`src/rtl/mem_arbiter.sv`:
```
// mem_arbiter: shares one single-port RAM between the I and D cache ports of NCORES cores.
// Data requests beat instruction requests; cores within a class are served round-robin.
module mem_arbiter #(
    parameter int NCORES = 2,
    parameter int ADDR_W = 32
) (
    input  logic                     CLK,
    input  logic                     nRST,
    input  logic [NCORES-1:0]        iREN,
    input  logic [NCORES*ADDR_W-1:0] iaddr,
    output logic [NCORES-1:0]        iwait,
    output logic [NCORES*ADDR_W-1:0] iload,
    input  logic [NCORES-1:0]        dREN,
    input  logic [NCORES-1:0]        dWEN,
    input  logic [NCORES*ADDR_W-1:0] daddr,
    input  logic [NCORES*ADDR_W-1:0] dstore,
    output logic [NCORES-1:0]        dwait,
    output logic [NCORES*ADDR_W-1:0] dload,
    output logic                     ramREN,
    output logic                     ramWEN,
    output logic [ADDR_W-1:0]        ramaddr,
    output logic [ADDR_W-1:0]        ramstore,
    input  logic [ADDR_W-1:0]        ramload,
    input  logic [1:0]               ramstate,
    output logic                     busy
);

    localparam int IDX_W = (NCORES > 1) ? $clog2(NCORES) : 1;
    localparam logic [1:0] RAM_ACCESS = 2'd2;
    localparam logic [1:0] RAM_ERROR  = 2'd3;

    typedef logic [ADDR_W-1:0] word_t;
    typedef logic [IDX_W-1:0]  idx_t;
    typedef enum logic [1:0] {IDLE, XFER, RETRY} state_t;

    state_t            state;
    idx_t              rr_d, rr_i, gnt_core, d_win, i_win;
    logic              gnt_d, gnt_wr;
    logic [NCORES-1:0] dreq;
    logic              gnt_active, complete;
    word_t             d_sel_addr, d_sel_store, i_sel_addr;
    logic              d_sel_wr;

    function automatic idx_t next_idx(input idx_t k);
        if (int'(k) == NCORES - 1) return '0;
        return k + idx_t'(1);
    endfunction

    // First requester at or after rr, wrapping; scanning backwards lets the nearest one win.
    function automatic idx_t pick(input logic [NCORES-1:0] req, input idx_t rr);
        idx_t win, cand;
        win = rr;
        for (int off = NCORES - 1; off >= 0; off--) begin
            cand = idx_t'((int'(rr) + off) % NCORES);
            if (req[cand]) win = cand;
        end
        return win;
    endfunction

    assign dreq       = dREN | dWEN;
    assign gnt_active = gnt_d ? dreq[gnt_core] : iREN[gnt_core];
    assign complete   = (state == XFER) && gnt_active && (ramstate == RAM_ACCESS);
    assign busy       = (state != IDLE);

    // NOTE: every signal assigned in always_comb gets a default first so no latch is inferred.
    always_comb begin
        d_win       = pick(dreq, rr_d);
        i_win       = pick(iREN, rr_i);
        d_sel_addr  = '0;
        d_sel_store = '0;
        d_sel_wr    = 1'b0;
        i_sel_addr  = '0;
        for (int k = 0; k < NCORES; k++) begin
            if (d_win == idx_t'(k)) begin
                d_sel_addr  = daddr[k*ADDR_W +: ADDR_W];
                d_sel_store = dstore[k*ADDR_W +: ADDR_W];
                d_sel_wr    = dWEN[k];
            end
            if (i_win == idx_t'(k)) i_sel_addr = iaddr[k*ADDR_W +: ADDR_W];
        end
    end

    // Waits are released and load data steered only on the completion cycle.
    always_comb begin
        iwait = '1;
        dwait = '1;
        iload = '0;
        dload = '0;
        for (int k = 0; k < NCORES; k++) begin
            if (complete && gnt_core == idx_t'(k)) begin
                if (gnt_d) begin
                    dwait[k] = 1'b0;
                    if (!gnt_wr) dload[k*ADDR_W +: ADDR_W] = ramload;
                end else begin
                    iwait[k] = 1'b0;
                    iload[k*ADDR_W +: ADDR_W] = ramload;
                end
            end
        end
    end

    // NOTE: state and registered outputs use non-blocking assignments so every
    // branch sees the pre-edge values, independent of statement order.
    always_ff @(posedge CLK or negedge nRST) begin
        if (!nRST) begin
            state    <= IDLE;
            rr_d     <= '0;
            rr_i     <= '0;
            gnt_core <= '0;
            gnt_d    <= 1'b0;
            gnt_wr   <= 1'b0;
            ramREN   <= 1'b0;
            ramWEN   <= 1'b0;
            ramaddr  <= '0;
            ramstore <= '0;
        end else begin
            case (state)
                IDLE: begin
                    if (|dreq) begin
                        gnt_core <= d_win;
                        gnt_d    <= 1'b1;
                        gnt_wr   <= d_sel_wr;
                        ramaddr  <= d_sel_addr;
                        ramstore <= d_sel_store;
                        ramREN   <= ~d_sel_wr;
                        ramWEN   <= d_sel_wr;
                        state    <= XFER;
                    end else if (|iREN) begin
                        gnt_core <= i_win;
                        gnt_d    <= 1'b0;
                        gnt_wr   <= 1'b0;
                        ramaddr  <= i_sel_addr;
                        ramstore <= '0;
                        ramREN   <= 1'b1;
                        ramWEN   <= 1'b0;
                        state    <= XFER;
                    end
                end
                XFER: begin
                    if (!gnt_active) begin
                        ramREN <= 1'b0;
                        ramWEN <= 1'b0;
                        state  <= IDLE;
                    end else if (ramstate == RAM_ACCESS) begin
                        ramREN <= 1'b0;
                        ramWEN <= 1'b0;
                        state  <= IDLE;
                        if (gnt_d) rr_d <= next_idx(gnt_core);
                        else       rr_i <= next_idx(gnt_core);
                    end else if (ramstate == RAM_ERROR) begin
                        ramREN <= 1'b0;
                        ramWEN <= 1'b0;
                        state  <= RETRY;
                    end
                end
                RETRY: begin
                    if (!gnt_active) begin
                        state <= IDLE;
                    end else begin
                        ramREN <= ~gnt_wr;
                        ramWEN <= gnt_wr;
                        state  <= XFER;
                    end
                end
                default: begin
                    ramREN <= 1'b0;
                    ramWEN <= 1'b0;
                    state  <= IDLE;
                end
            endcase
        end
    end

endmodule

```
`config.mk`:
```
export PLATFORM = sky130hd
export DESIGN_NAME = mem_arbiter
export DESIGN_NICKNAME = d
export VERILOG_FILES = /design/src/rtl/mem_arbiter.sv
export SDC_FILE = /design/constraint.sdc
export NUM_CORES = 1
export LEC_CHECK = 0
export CORE_AREA = 2 2 170 172
export CTS_CLUSTER_SIZE = 8
export DETAILED_ROUTE_END_ITERATION = 6
export DIE_AREA = 0 0 172 174
export GPL_TIMING_DRIVEN = 0
export PLACE_DENSITY = 0.56
export SLEW_MARGIN = 40
export SYNTH_ARGS = -nofsm -noshare
export SYNTH_HDL_FRONTEND = slang
export SYNTH_SLANG_ARGS = --single-unit
```
`constraint.sdc`:
```
create_clock -name CLK -period 2.1 [get_ports CLK]
set_input_delay 0.42 -clock CLK [delete_from_list [all_inputs] [get_ports CLK]]
set_output_delay 0.42 -clock CLK [all_outputs]
set_load 0.02 [all_outputs]
```
==> qor.yml <==
fin_util: 0.425
rsz0062_at_grt: "true"
clockRootBuffer: "clkbuf_16"
cp-start-kind: "flop"
synthCells: 676
violations: "negative setup slack"
yosysSeqAreaShare: 0.323
synthAdderAreaFrac: 0.00199
syn_to_final_growth_pct: 112
gp_congestion: 0.796
status: "finished with violations"
relSlewSlack: 0.587
die-height_um: 174
end_kind: "output port"
pre_cts_ws_ps: -1610
grt_max_degree: 47
p_leak_nw: 5.36
report.final.slew_viol_count: 0
drc: 0
cp.arrival_ps: 2160
grt_pass1_vias: 6983
grt_pass1_wl_um: 43700
dp_hpwl_um: 24100
synthXorXnorAreaFrac: 0
syn_area_per_cell_um2: 8.36
ir_drop_mv: 0.471
hp-class: "in -> reg"
fin_crit_sh: 1.23
via_count: 6833
synth_mux_area_frac: 0.122
criticalPathCategory: "reg -> out"
synth_area_um2: 5650
synth_top_area_cell: "dfrtp_1"
synth_flop_cell: "dfrtp_1"
synth_top_cells_by_area: "dfrtp_1 (32%), and2_1 (14%), mux2_2 (6.4%), a211oi_2 (6.2%), mux2i_1 (5.8%)"
grt.total_usage: 0.199
wire_per_inst_um: 19.9
portBuffers: 431
cts_tree: "built"
worst_slew_pin_slew_ps: 619
fmax_ghz: 0.387
required_ps: 1680
synth_top_area_frac: 0.323
finClkSkew_ps: 12.7
antenna_found_initial: 5
synth_compound_area_frac: 0.208
final_cell_mix: "clkdlybuf4s50_1 (290), buf_6 (151), and2_4 (127), nand2_1 (75), dfrtp_1 (72)"
period_needed_ps: 2580
drt_wl_total_um: 30900
cellPowerDensity_nw_per_um2: 831
synth_warnings: 0
path_max_fanout: 8
hold_viol: 0
row_count: 62
ant_nets: 0
fin_tns_setup_ps: -52720
finalPower_mw: 9.96
final_nets: 1388
clk_pin_slew_worst_paths_ps: 70
maxCapViolations: 0
vias_per_cell: 4.42
synth_seq_cells: 73
syn-num-nets: 910
first_pass_iters: 5
final_common_cell: "clkdlybuf4s50_1"
core_um2: 28200
setup_viol_count_final: 131
die_w_um: 172
initial_core_util: 0.200
synth_edf_count: 0
synth_top_family_by_area: "simple AND/OR/NAND/NOR gates"
clock-sinks: 73
drt_iter0_drc: 214
grt_overflow: 0
ys_types: 36
clk-insertion-delay-late_ps: 350
ios: 433
r2r_slack_ps: 110
cts_buffer_depth: 2
die_area_um2: 29900
htreeDepth: 3
drive_gt1_frac: 0.382
cts_made_buffers: 9
fin_ws_ps: -483
synth-simple-area-share: 0.265
async_flop_share: 1.00
-- state kept, by name, indices dropped and copies added (netlist names) --
signal / count
gnt_d: 1
rr_d: 1
state: 2
rr_i: 1
ramstore: 32
ramREN: 1
ramWEN: 1
gnt_wr: 1
gnt_core: 1
ramaddr: 32
-- worst max-delay path, stage by stage (launching register included) --
cell	delay (ps)
dfrtp_2	410
and4bb_2	330
buf_6	120
nor2b_4	160
and3_4	330
clkbuf_16	200
and2_4	140
buf_6	110
-- cell families (layout without fill, tap and decap cells) --
kind of cell	Yosys count	in the layout
mux	65	65
simple gates	292	292
compound gates	149	149
flops	73	73
buf+inv	96	579
other cells	0	4
fa+ha+maj	1	1
-- metrics by stage --
step	hold WS (ps)	instance area (um^2)	instances
global route	453	12000	1547
CTS	441	11800	1538
detailed placement	327	10600	1492
floorplan	124	5810	676
global placement	459	10600	1491
finish	449	12000	1547
-- path summary, 6_finish.rpt --
| check | from | end | cells after the start |
|---|---|---|---|
| worst max-delay path | state[1]$_DFFE_PN0P_ | iload[45] | 7 |
| worst min-delay path | ramstate[0] | state[1]$_DFFE_PN0P_ | 3 |
| worst max register to register | rr_d$_DFFE_PN0P_ | ramstore[1]$_DFFE_PN0P_ | 7 |
| worst min register to register | ramaddr[29]$_DFFE_PN0P_ | ramaddr[29]$_DFFE_PN0P_ | 2 |
| max in group asynchronous | nRST | ramaddr[23]$_DFFE_PN0P_ | 3 |
| min in group asynchronous | nRST | ramstore[18]$_DFFE_PN0P_ | 2 |
-- synth_stat cells (2+ instances only) --
cell and count:
a211oi_1 36, a211oi_2 28, a21oi_1 4, and2_1 128, buf_2 23, buf_6 8, clkbuf_1 28, dfrtp_1 73
inv_1 37, mux2_2 32, mux2i_1 33, nand2_1 76, nor2_1 71, nor2b_1 2, nor3b_1 3, nor4_2 2
o21ai_0 35, o2bb2ai_1 3, o31a_1 2, o31ai_1 35, or3_1 2
-- cell type report --
type / instances / area (um^2)
Fill cell: 2830 / 16200
Timing Repair Buffer: 469 / 4980
Multi-Input combinational cell: 507 / 3750
Sequential cell: 73 / 1830
Buffer: 57 / 489
Tap cell: 384 / 480
Clock buffer: 9 / 225
Inverter: 37 / 141
Clock inverter: 7 / 85.1
Antenna cell: 4 / 10.0
-- report_power, final --
part | leakage, nW | internal [mW] | switching, mW
combinational | 4.32 | 2.72 | 3.03
sequential | 0.889 | 2.09 | 0.435
clock | 0.146 | 0.945 | 0.735
total | 5.36 | 5.76 | 4.20
-- layer usage --
layer	up-vias	share of wire	GRT usage	wire length, um
met2	304	0.55	0.386	16900
li1	3268	-	-	-
met4	0	0.027	0.0742	841
met3	38	0.083	0.0597	2560
met5	-	0	0	0
met1	3223	0.34	0.194	10500
-- timing repair --
action                                 CTS  global route
setup endpoints to repair              203           195
resized for setup                      959            73
cloned                                  10             2
hold buffers                             1             0
setup buffers                           21             4
pin swaps                               10             3
endpoints found under the hold margin   27             0
No activity file was read; power rests on OpenSTA's default activity.
